**src/rtl/ram_bist_pkg.sv**
```systemverilog
// Shared definitions for the March C- RAM BIST: FSM states, element codes,
// data backgrounds and the per-element operation lookup.
package ram_bist_pkg;

  typedef enum logic [3:0] {
    ST_IDLE,
    ST_E0,
    ST_E1,
    ST_E2,
    ST_E3,
    ST_E4,
    ST_E5,
    ST_DRAIN,
    ST_DONE
  } state_t;

  localparam logic [2:0] EL_E0 = 3'd0;
  localparam logic [2:0] EL_E1 = 3'd1;
  localparam logic [2:0] EL_E2 = 3'd2;
  localparam logic [2:0] EL_E3 = 3'd3;
  localparam logic [2:0] EL_E4 = 3'd4;
  localparam logic [2:0] EL_E5 = 3'd5;

  localparam logic [15:0] BG0 = 16'h0000;
  localparam logic [15:0] BG1 = 16'hFFFF;

  // rd_only applies to single-op elements; two-op elements always read then write.
  typedef struct packed {
    logic down;
    logic two_op;
    logic rd_only;
    logic rd_bg;
    logic wr_bg;
  } elem_info_t;

  function automatic elem_info_t elem_info(input logic [2:0] el);
    elem_info_t info;
    info = '{1'b0, 1'b0, 1'b0, 1'b0, 1'b0};
    case (el)
      EL_E1:   info = '{1'b0, 1'b1, 1'b0, 1'b0, 1'b1};
      EL_E2:   info = '{1'b0, 1'b1, 1'b0, 1'b1, 1'b0};
      EL_E3:   info = '{1'b1, 1'b1, 1'b0, 1'b0, 1'b1};
      EL_E4:   info = '{1'b1, 1'b1, 1'b0, 1'b1, 1'b0};
      EL_E5:   info = '{1'b0, 1'b0, 1'b1, 1'b0, 1'b0};
      default: info = '{1'b0, 1'b0, 1'b0, 1'b0, 1'b0};
    endcase
    return info;
  endfunction

  function automatic logic elem_down(input logic [2:0] el);
    return (el == EL_E3) || (el == EL_E4);
  endfunction

  function automatic logic [2:0] state_elem(input state_t s);
    logic [2:0] el;
    case (s)
      ST_E1:   el = EL_E1;
      ST_E2:   el = EL_E2;
      ST_E3:   el = EL_E3;
      ST_E4:   el = EL_E4;
      ST_E5:   el = EL_E5;
      default: el = EL_E0;
    endcase
    return el;
  endfunction

  function automatic state_t next_elem_state(input state_t s);
    state_t n;
    case (s)
      ST_E0:   n = ST_E1;
      ST_E1:   n = ST_E2;
      ST_E2:   n = ST_E3;
      ST_E3:   n = ST_E4;
      ST_E4:   n = ST_E5;
      default: n = ST_DRAIN;
    endcase
    return n;
  endfunction

  function automatic logic [15:0] bg_word(input logic b);
    return b ? BG1 : BG0;
  endfunction

endpackage

```
**src/rtl/ram_bist_addr_gen.sv**
```systemverilog
// Word-address sequencer for the March elements: up/down counter with start-address
// load, read/write phase toggle for two-op elements, and end-of-element flag.
module ram_bist_addr_gen #(
  parameter int AW = 7,
  parameter int N  = 128
) (
  input  logic          i_clk,
  input  logic          i_rst,
  input  logic          i_load,
  input  logic          i_load_down,
  input  logic          i_step,
  input  logic          i_two_op,
  input  logic          i_down,
  output logic [AW-1:0] o_addr,
  output logic          o_phase,
  output logic          o_last
);
  localparam logic [AW-1:0] LAST_ADDR = AW'(N - 1);

  logic [AW-1:0] r_addr;
  logic          r_phase;
  logic          w_term;

  // A load always wins, so stepping past the terminal address never wraps.
  always_ff @(posedge i_clk) begin
    if (i_rst) begin
      r_addr  <= '0;
      r_phase <= 1'b0;
    end else if (i_load) begin
      r_addr  <= i_load_down ? LAST_ADDR : '0;
      r_phase <= 1'b0;
    end else if (i_step) begin
      if (i_two_op && !r_phase) begin
        r_phase <= 1'b1;
      end else begin
        r_phase <= 1'b0;
        r_addr  <= i_down ? (r_addr - AW'(1)) : (r_addr + AW'(1));
      end
    end
  end

  assign w_term  = i_down ? (r_addr == '0) : (r_addr == LAST_ADDR);
  assign o_addr  = r_addr;
  assign o_phase = r_phase;
  assign o_last  = w_term && (!i_two_op || r_phase);

endmodule

```
**src/rtl/ram_bist_ctrl.sv**
```systemverilog
// March C- BIST controller and RAM port multiplexer. Functional traffic passes
// straight through unless a test run owns the port.
module ram_bist_ctrl
  import ram_bist_pkg::*;
#(
  parameter int ADDR_MSB = 6,
  parameter int MEM_SIZE = 256
) (
  input  logic              mclk,
  input  logic              puc_rst,
  input  logic              bist_start,
  output logic              bist_busy,
  output logic              bist_done,
  output logic              bist_fail,
  output logic [ADDR_MSB:0] bist_fail_addr,
  output logic [2:0]        bist_fail_elem,
  input  logic [ADDR_MSB:0] func_addr,
  input  logic              func_cen,
  input  logic [15:0]       func_din,
  input  logic [1:0]        func_wen,
  output logic [ADDR_MSB:0] ram_addr,
  output logic              ram_cen,
  output logic [15:0]       ram_din,
  output logic [1:0]        ram_wen,
  input  logic [15:0]       ram_dout
);
  localparam int N  = MEM_SIZE / 2;
  localparam int AW = ADDR_MSB + 1;

  state_t     r_state;
  state_t     w_state_nxt;
  logic       r_busy;
  logic       w_busy_nxt;
  logic       w_start;
  logic       w_in_elem;
  logic [2:0] w_elem;
  elem_info_t w_info;
  logic       w_is_read;

  logic          w_load;
  logic          w_load_down;
  logic          w_step;
  logic [AW-1:0] w_addr;
  logic          w_phase;
  logic          w_last;

  logic          r_cmp_vld;
  logic [15:0]   r_cmp_exp;
  logic [AW-1:0] r_cmp_addr;
  logic [2:0]    r_cmp_elem;
  logic          w_mismatch;

  logic          r_done;
  logic          r_fail;
  logic [AW-1:0] r_fail_addr;
  logic [2:0]    r_fail_elem;

  assign w_start   = bist_start && ((r_state == ST_IDLE) || (r_state == ST_DONE));
  assign w_in_elem = (r_state != ST_IDLE) && (r_state != ST_DONE) && (r_state != ST_DRAIN);
  assign w_elem    = state_elem(r_state);
  assign w_info    = elem_info(w_elem);
  assign w_is_read = w_in_elem && (w_info.two_op ? !w_phase : w_info.rd_only);

  // r_busy tracks r_state so the DUT outputs stay clean; no compare outside a run.
  assign w_mismatch = r_busy && r_cmp_vld && (ram_dout != r_cmp_exp);

  ram_bist_addr_gen #(
    .AW (AW),
    .N  (N)
  ) u_addr_gen (
    .i_clk       (mclk),
    .i_rst       (puc_rst),
    .i_load      (w_load),
    .i_load_down (w_load_down),
    .i_step      (w_step),
    .i_two_op    (w_info.two_op),
    .i_down      (w_info.down),
    .o_addr      (w_addr),
    .o_phase     (w_phase),
    .o_last      (w_last)
  );

  always_comb begin
    w_state_nxt = r_state;
    w_load      = 1'b0;
    w_load_down = 1'b0;
    w_step      = 1'b0;
    case (r_state)
      ST_IDLE, ST_DONE: begin
        if (bist_start) begin
          w_state_nxt = ST_E0;
          w_load      = 1'b1;
        end
      end
      ST_DRAIN: w_state_nxt = ST_DONE;
      default: begin
        if (w_mismatch) begin
          w_state_nxt = ST_DONE;
        end else begin
          w_step = 1'b1;
          if (w_last) begin
            w_state_nxt = next_elem_state(r_state);
            w_load      = 1'b1;
            w_load_down = elem_down(state_elem(w_state_nxt));
          end
        end
      end
    endcase
  end

  assign w_busy_nxt = (w_state_nxt != ST_IDLE) && (w_state_nxt != ST_DONE);

  always_ff @(posedge mclk) begin
    if (puc_rst) begin
      r_state <= ST_IDLE;
      r_busy  <= 1'b0;
    end else begin
      r_state <= w_state_nxt;
      r_busy  <= w_busy_nxt;
    end
  end

  // Each read is checked one cycle later, when the RAM presents its data.
  always_ff @(posedge mclk) begin
    if (puc_rst) begin
      r_cmp_vld  <= 1'b0;
      r_cmp_exp  <= '0;
      r_cmp_addr <= '0;
      r_cmp_elem <= '0;
    end else begin
      r_cmp_vld  <= w_is_read;
      r_cmp_exp  <= bg_word(w_info.rd_bg);
      r_cmp_addr <= w_addr;
      r_cmp_elem <= w_elem;
    end
  end

  always_ff @(posedge mclk) begin
    if (puc_rst || w_start) begin
      r_done      <= 1'b0;
      r_fail      <= 1'b0;
      r_fail_addr <= '0;
      r_fail_elem <= '0;
    end else if (w_mismatch) begin
      r_done      <= 1'b1;
      r_fail      <= 1'b1;
      r_fail_addr <= r_cmp_addr;
      r_fail_elem <= r_cmp_elem;
    end else if (r_state == ST_DRAIN) begin
      r_done <= 1'b1;
    end
  end

  assign bist_busy      = r_busy;
  assign bist_done      = r_done;
  assign bist_fail      = r_fail;
  assign bist_fail_addr = r_fail_addr;
  assign bist_fail_elem = r_fail_elem;

  assign ram_addr = r_busy ? w_addr : func_addr;
  assign ram_cen  = r_busy ? !w_in_elem : func_cen;
  assign ram_din  = r_busy ? bg_word(w_info.wr_bg) : func_din;
  assign ram_wen  = r_busy ? ((w_in_elem && !w_is_read) ? 2'b00 : 2'b11) : func_wen;

endmodule

```
**config.mk**
```make
export PLATFORM = sky130hd
export DESIGN_NAME = ram_bist_ctrl
export DESIGN_NICKNAME = d
export VERILOG_FILES = /design/src/rtl/ram_bist_pkg.sv /design/src/rtl/ram_bist_addr_gen.sv /design/src/rtl/ram_bist_ctrl.sv
export SDC_FILE = /design/constraint.sdc
export NUM_CORES = 1
export LEC_CHECK = 0
export CAP_MARGIN = 10
export CORE_AREA = 8 8 67 98
export DETAILED_ROUTE_END_ITERATION = 7
export DIE_AREA = 0 0 75 106
export PLACE_DENSITY = 0.83
export SKIP_CTS_REPAIR_TIMING = 1
export SLEW_MARGIN = 20
export SYNTH_ARGS = -nofsm -noshare
export SYNTH_HDL_FRONTEND = slang
export SYNTH_SLANG_ARGS = --single-unit
```
**constraint.sdc**
```tcl
create_clock -name mclk -period 2.9 [get_ports mclk]
set_clock_uncertainty 0.1 [all_clocks]
set_input_delay 0.435 -clock mclk [delete_from_list [all_inputs] [get_ports mclk]]
set_output_delay 0.435 -clock mclk [all_outputs]
set_load 0.01 [all_outputs]
```
# After elaboration in Yosys (flattened, before gate mapping)
# Cells that the tools add are included.
[op_classes]
add_sub_neg = 2
n_eq_ne = 26
mux = 40
reduce_logical = 28
[op_table]
columns = ["operator", "n"]
rows = [
  ["$mux 16", 3],
  ["$pmux 3 s5", 3],
  ["$mux 7", 6],
  ["$eq 4x3->1 const B", 7],
  ["$pmux 5 s5", 1],
  ["$mux 4", 6],
  ["$eq 4x2->1 const B", 4],
  ["$ne 16x16->1", 1],
  ["$mux 1", 14],
  ["$logic_and 1x1->1", 10],
  ["$eq 3x2->1 const B", 3],
  ["$eq 3x3->1 const B", 3],
  ["$mux 3", 3],
  ["$ne 4x4->1 const B", 2],
  ["$pmux 4 s2", 1],
  ["$reduce_bool 4->1", 2],
  ["$add 7x1->7 const B", 1],
  ["$eq 7x7->1 const B", 1],
  ["$logic_not 7->1", 1],
  ["$sub 7x1->7 const B", 1],
  ["$eq 4x1->1 const B", 1],
  ["$eq 4x4->1 const B", 1],
  ["$logic_not 1->1", 4],
  ["$logic_not 4->1", 1],
  ["other kinds (10)", 16],
]
[word_totals]
reg_bits = 52

# Depth between registers and ports, before layout
# Gate-level depths: netlist of the first run.
[logic_depth]
word_depth = 22
depth_mapped = 10
mapped_depth_nobuf = 9

# Cells and area by module
# From an unflattened synthesis of the first run, not the netlist that was laid out.
[hier_totals]
cells_unflattened = 273
area_unflattened_um2 = 2133.3
[modules_own_cells]
columns = ["mod", "instances", "cells_per_inst", "area_each_um2", "seq_area_each_um2"]
rows = [
  ["ram_bist_ctrl", 1, 194, 1496.4, 580.6],
  ["ram_bist_addr_gen", 1, 79, 636.9, 160.2],
]

# Worst setup path after synthesis of the first run
# No wires, ideal clock.
[synth_timing]
kind = "in2reg"
from = "input port ram_dout[2]"
to = "register u_addr_gen.r_addr[0], in the netlist u_addr_gen.o_addr[0]"
arrival_ns = 2.066
required_ns = 2.713
path_slack_ns = 0.647
path_stages = 7
path_buffers = 1
cell_sequence = "or4_4 nor4_4 o22a_4 o21ai_2 and3_4 buf_6 a221oi_2"
[synth_between]
elab_chain_len = 6
[synth_lines]
columns = ["element", "line", "rtl"]
rows = [
  ["start, declared", "ram_bist_ctrl.sv:25", "input logic [15:0] ram_dout"],
  ["$ne 16x16->1 *", "ram_bist_ctrl.sv:65", "assign w_mismatch = r_busy && r_cmp_vld && (ram_dout != r_cmp_exp);"],
  ["$logic_and 1x1->1 *", "ram_bist_ctrl.sv:65", ""],
  ["$mux 1", "ram_bist_ctrl.sv:97", "if (w_mismatch) begin"],
  ["$pmux 1 s2 or $mux 1 (tied branches)", "ram_bist_ctrl.sv:88", "case (r_state)"],
  ["$ne 2x1->1 (no source line) (tied with other cells)", "-", ""],
  ["$reduce_and 2->1 (no source line) or $mux 7 (tied branches)", "-", ""],
  ["end signal, assigned", "ram_bist_addr_gen.sv:30", "r_addr <= i_load_down ? LAST_ADDR : '0;"],
  ["end signal, assigned", "ram_bist_addr_gen.sv:37", "r_addr <= i_down ? (r_addr - AW'(1)) : (r_addr + AW'(1));"],
  ["end, declared", "ram_bist_addr_gen.sv:20", "logic [AW-1:0] r_addr;"],
]
# Mark *: on every way between the ends. The rest lies on a longest branch, timed or not.
# A chain may end at the register's enable or synchronous reset.

# Final worst setup path of the first run
[layout_timing]
from = "register r_state[0]"
to = "output port ram_cen"
[layout_between]
elab_chain_len = 5
[layout_lines]
columns = ["element", "line", "rtl"]
rows = [
  ["start, declared", "ram_bist_ctrl.sv:30", "state_t r_state;"],
  ["start signal, assigned", "ram_bist_ctrl.sv:118", "r_state <= w_state_nxt;"],
  ["$ne 4x4->1 or $reduce_bool 4->1 (tied branches)", "ram_bist_ctrl.sv:59", "assign w_in_elem = (r_state != ST_IDLE) && (r_state != ST_DONE) && (r_state != ST_DRAIN);"],
  ["$logic_and 1x1->1", "ram_bist_ctrl.sv:59", ""],
  ["$logic_and 1x1->1 *", "ram_bist_ctrl.sv:59", ""],
  ["$logic_not 1->1 *", "ram_bist_ctrl.sv:161", "assign ram_cen = r_busy ? !w_in_elem : func_cen;"],
  ["$mux 1 *", "ram_bist_ctrl.sv:161", ""],
  ["end, declared", "ram_bist_ctrl.sv:22", "output logic ram_cen,"],
]
# Marks and branches as above.

==> impl_metrics.csv, run 1 <==
group,metric,value,unit
timing,fmax,368,MHz
logic_synthesis,ys_warn_count,0,
die,rows,33,
die,start_util,0.418,
power,total_power,1330,uW
detailed_routing,avgRoutedWirePerCell,14.6,um
clock_network,cts_max_path_buffers,2,
grt,grt_start_max_net_pins,31,
logic_synthesis,ys.flop_type,"dfxtp_1",
die,die-area,7950,um2
detailed_routing,drc,0,
power,power.leakage,0.00117,uW
logic_synthesis,syn_area,2190,um2
grt,grt_usage,0.157,
timing,hold_viol,0,
timing,setup_ws,185,ps
logic_synthesis,avgSynthCellArea,8.30,um2
setup_path,cpMaxStageDelayCell,"clkdlybuf4s50_1",
layout,final_common_cell,"clkdlybuf4s50_1",
setup_path,path_delay_family,"simple AND/OR/NAND/NOR gates",
timing,fin_crit,2710,ps
timing,slew_headroom,0.528,
setup_path,max_stage_delay,560,ps
clock_network,clk_latency,290,ps
detailed_routing,first_pass_iters,5,
layout,final_cell_mix,"clkdlybuf4s50_1, dfxtp_1, nand2_1, inv_1, a21oi_1",
detailed_routing,wirelength,6020,um
place,io_buffers,83,
layout,multiInputGateArea,1260,um2
logic_synthesis,ys_ff_latch,37,
logic_synthesis,seq_area_frac_synth,0.338,
layout,final_nets,392,
grt,antenna_found_initial,0,
setup_path,crit_type,"reg2out",
setup_path,end_kind,"output port",
timing,rsz0062_at_grt,"no",
logic_synthesis,synthCells,264,
layout,num-fill-cells,480,
clock_network,cts_tree,"built",
power,irDropWorstVdd,172,uV
clock_network,root_buffer,"clkbuf_8",
worst_hold_path,holdCritPathClass,"reg2reg",
timing,slew_violations,0,
detailed_routing,dr_total_vias,2156,
layout,regArea,742,um2
grt,grt-ovfl-total,0,
die,boundaryPins,84,
grt,grt_pass1_vias,2204,
timing,final.period_utilization,0.936,
logic_synthesis,synth-edff-count,0,
place,place_ws,108,ps
clock_network,cts_buffers,5,
setup_path,cp.arrival,2180,ps
detailed_routing,dr.first_iter.drc_count,91,
die,fp.coreArea,5240,um2
power,powerDensity,417,nW/um2
layout,drive_gt1_frac,0.123,
clock_network,htree_levels,2,
die,dieHeight,106,um
timing,finalSetupViolCount,0,
timing,worst_pin_slew,705,ps
place,place.gp.congestion,0.880,
detailed_routing,viasPerCell,5.23,
place,post-dp-hpwl,4790,um
run_status,status,"complete, no violations",
logic_synthesis,syn_nets,315,
logic_synthesis,synth_async_sr_flop_share,0,
setup_path,crit_buf_inv,1,
setup_path,required,2370,ps
clock_network,clk_pin_slew,80,ps
setup_path,cp_max_fo,12,
layout,insertedDiodeCount,0,
layout,area_growth_syn_to_layout,46.0,%
detailed_routing,antenna_left,0,
job,drv_cap,0,
clock_network,cts_sinks,37,
die,die_w,75,um
grt,grt_pass1_wl,9910,um
setup_path,worst_setup_path_start_kind,"register",
setup_path,worstPathCellList,"or3_1 -> and2_1 -> a21oi_1 -> clkdlybuf4s50_1",
logic_synthesis,ys_types,51,
Yosys cell counts (all sizes together), types with 2 or more instances:
cell type,n,area share
mux2,7,0.036
o211ai,8,0.036
nor2,20,0.034
a211oi,2,0.0091
ha,5,0.029
dfxtp,37,0.34
inv,28,0.048
nor3,7,0.016
nor4,4,0.025
nand3,5,0.011
nand4,4,0.011
or4,2,0.010
nor4b,2,0.0080
o22a,2,0.012
xnor2,8,0.032
o21ai,21,0.050
nand3b,2,0.0069
a221oi,6,0.041
a21oi,22,0.055
clkbuf,13,0.023
or3,4,0.014
nand2,29,0.050
buf,5,0.017
nor2b,3,0.0086
a21o,2,0.0069
path summary, 6_finish.rpt:
path                                    start                    to  slack [ps]  cells after the start
worst max-delay path               r_state[0]               ram_cen         190                      4
worst max register to register     r_state[1]  u_addr_gen.o_addr[5]         240                      9
worst min register to register  r_cmp_elem[1]     bist_fail_elem[1]         340                      2
worst min-delay path            r_cmp_elem[1]     bist_fail_elem[1]         340                      2
power by group:
group          internal (uW)  total (uW)  switching [uW]  leakage [uW]
clock                    342         524             183     0.0000681
sequential               523         541            17.9      0.000301
combinational            155         268             114      0.000804
total                   1020        1330             314       0.00117
final cells by class:
type,count,area share
Multi-Input combinational cell,181,0.394
Timing Repair Buffer,88,0.272
Sequential cell,37,0.232
Inverter,28,0.0329
Tap cell,70,0.0274
Clock buffer,5,0.0215
Clock inverter,3,0.0203
flip-flops by register name, summed over array words and instances, names as in the netlist:
signal              count
bist_busy               1
bist_done               1
bist_fail               1
bist_fail_addr          7
bist_fail_elem          3
r_cmp_addr              7
r_cmp_elem              3
r_cmp_exp               1
r_cmp_vld               1
r_state                 4
u_addr_gen.o_addr       7
u_addr_gen.o_phase      1
metrics by stage:
| stage | cell area, um2 | hold slack [ps] | utilization | instances | setup TNS (ps) |
|---|---|---|---|---|---|
| after floorplan | 2190 | 317 | - | 264 | 0 |
| after global placement | 3060 | 319 | 0.583 | 404 | 0 |
| after detailed placement | 3060 | 326 | 0.583 | 404 | 0 |
| after CTS | 3190 | 336 | 0.609 | 412 | -155 |
| after global routing | 3200 | 353 | 0.610 | 412 | 0 |
| final | 3200 | 337 | 0.610 | 412 | 0 |
cell families (layout without fill, tap and decap cells):
group	Yosys count	in the layout	synth area share
simple gates	89	89	0.226
compound gates	71	71	0.242
buf+inv	46	124	0.0879
flops	37	37	0.338
xor+xnor	8	8	0.0320
mux	7	7	0.0360
fa+ha+maj	6	6	0.0377
worst reg2reg max path, cell delays in order, from the launching register on:
cell,delay (ps)
dfxtp_1,370
buf_4,190
nor3b_4,410
ha_1,340
a211oi_1,310
o21bai_1,130
a21oi_1,210
xnor2_1,140
o211ai_1,140
a221oi_2,250
metal layers:
layer,GRT usage,up-vias,wire length [um]
met3,0.0434,12,412
met1,0.158,1002,2260
met2,0.279,73,3200
met5,0,-,0
li1,-,1069,-
met4,0.0775,0,142
(Power assumes the default switching activity.)
==> inputs of run 2 (changes only) <==
- CTS_CLUSTER_DIAMETER: default -> 60
- SKIP_LAST_GASP: default -> 1
==> results of run 2 <==
Final layout, timing and power as in run 1 (identical DEF).
==> inputs of run 3 (changes only) <==
- ABC_AREA: default -> 0
==> results of run 3 <==
Final layout, timing and power as in run 1 (identical DEF).
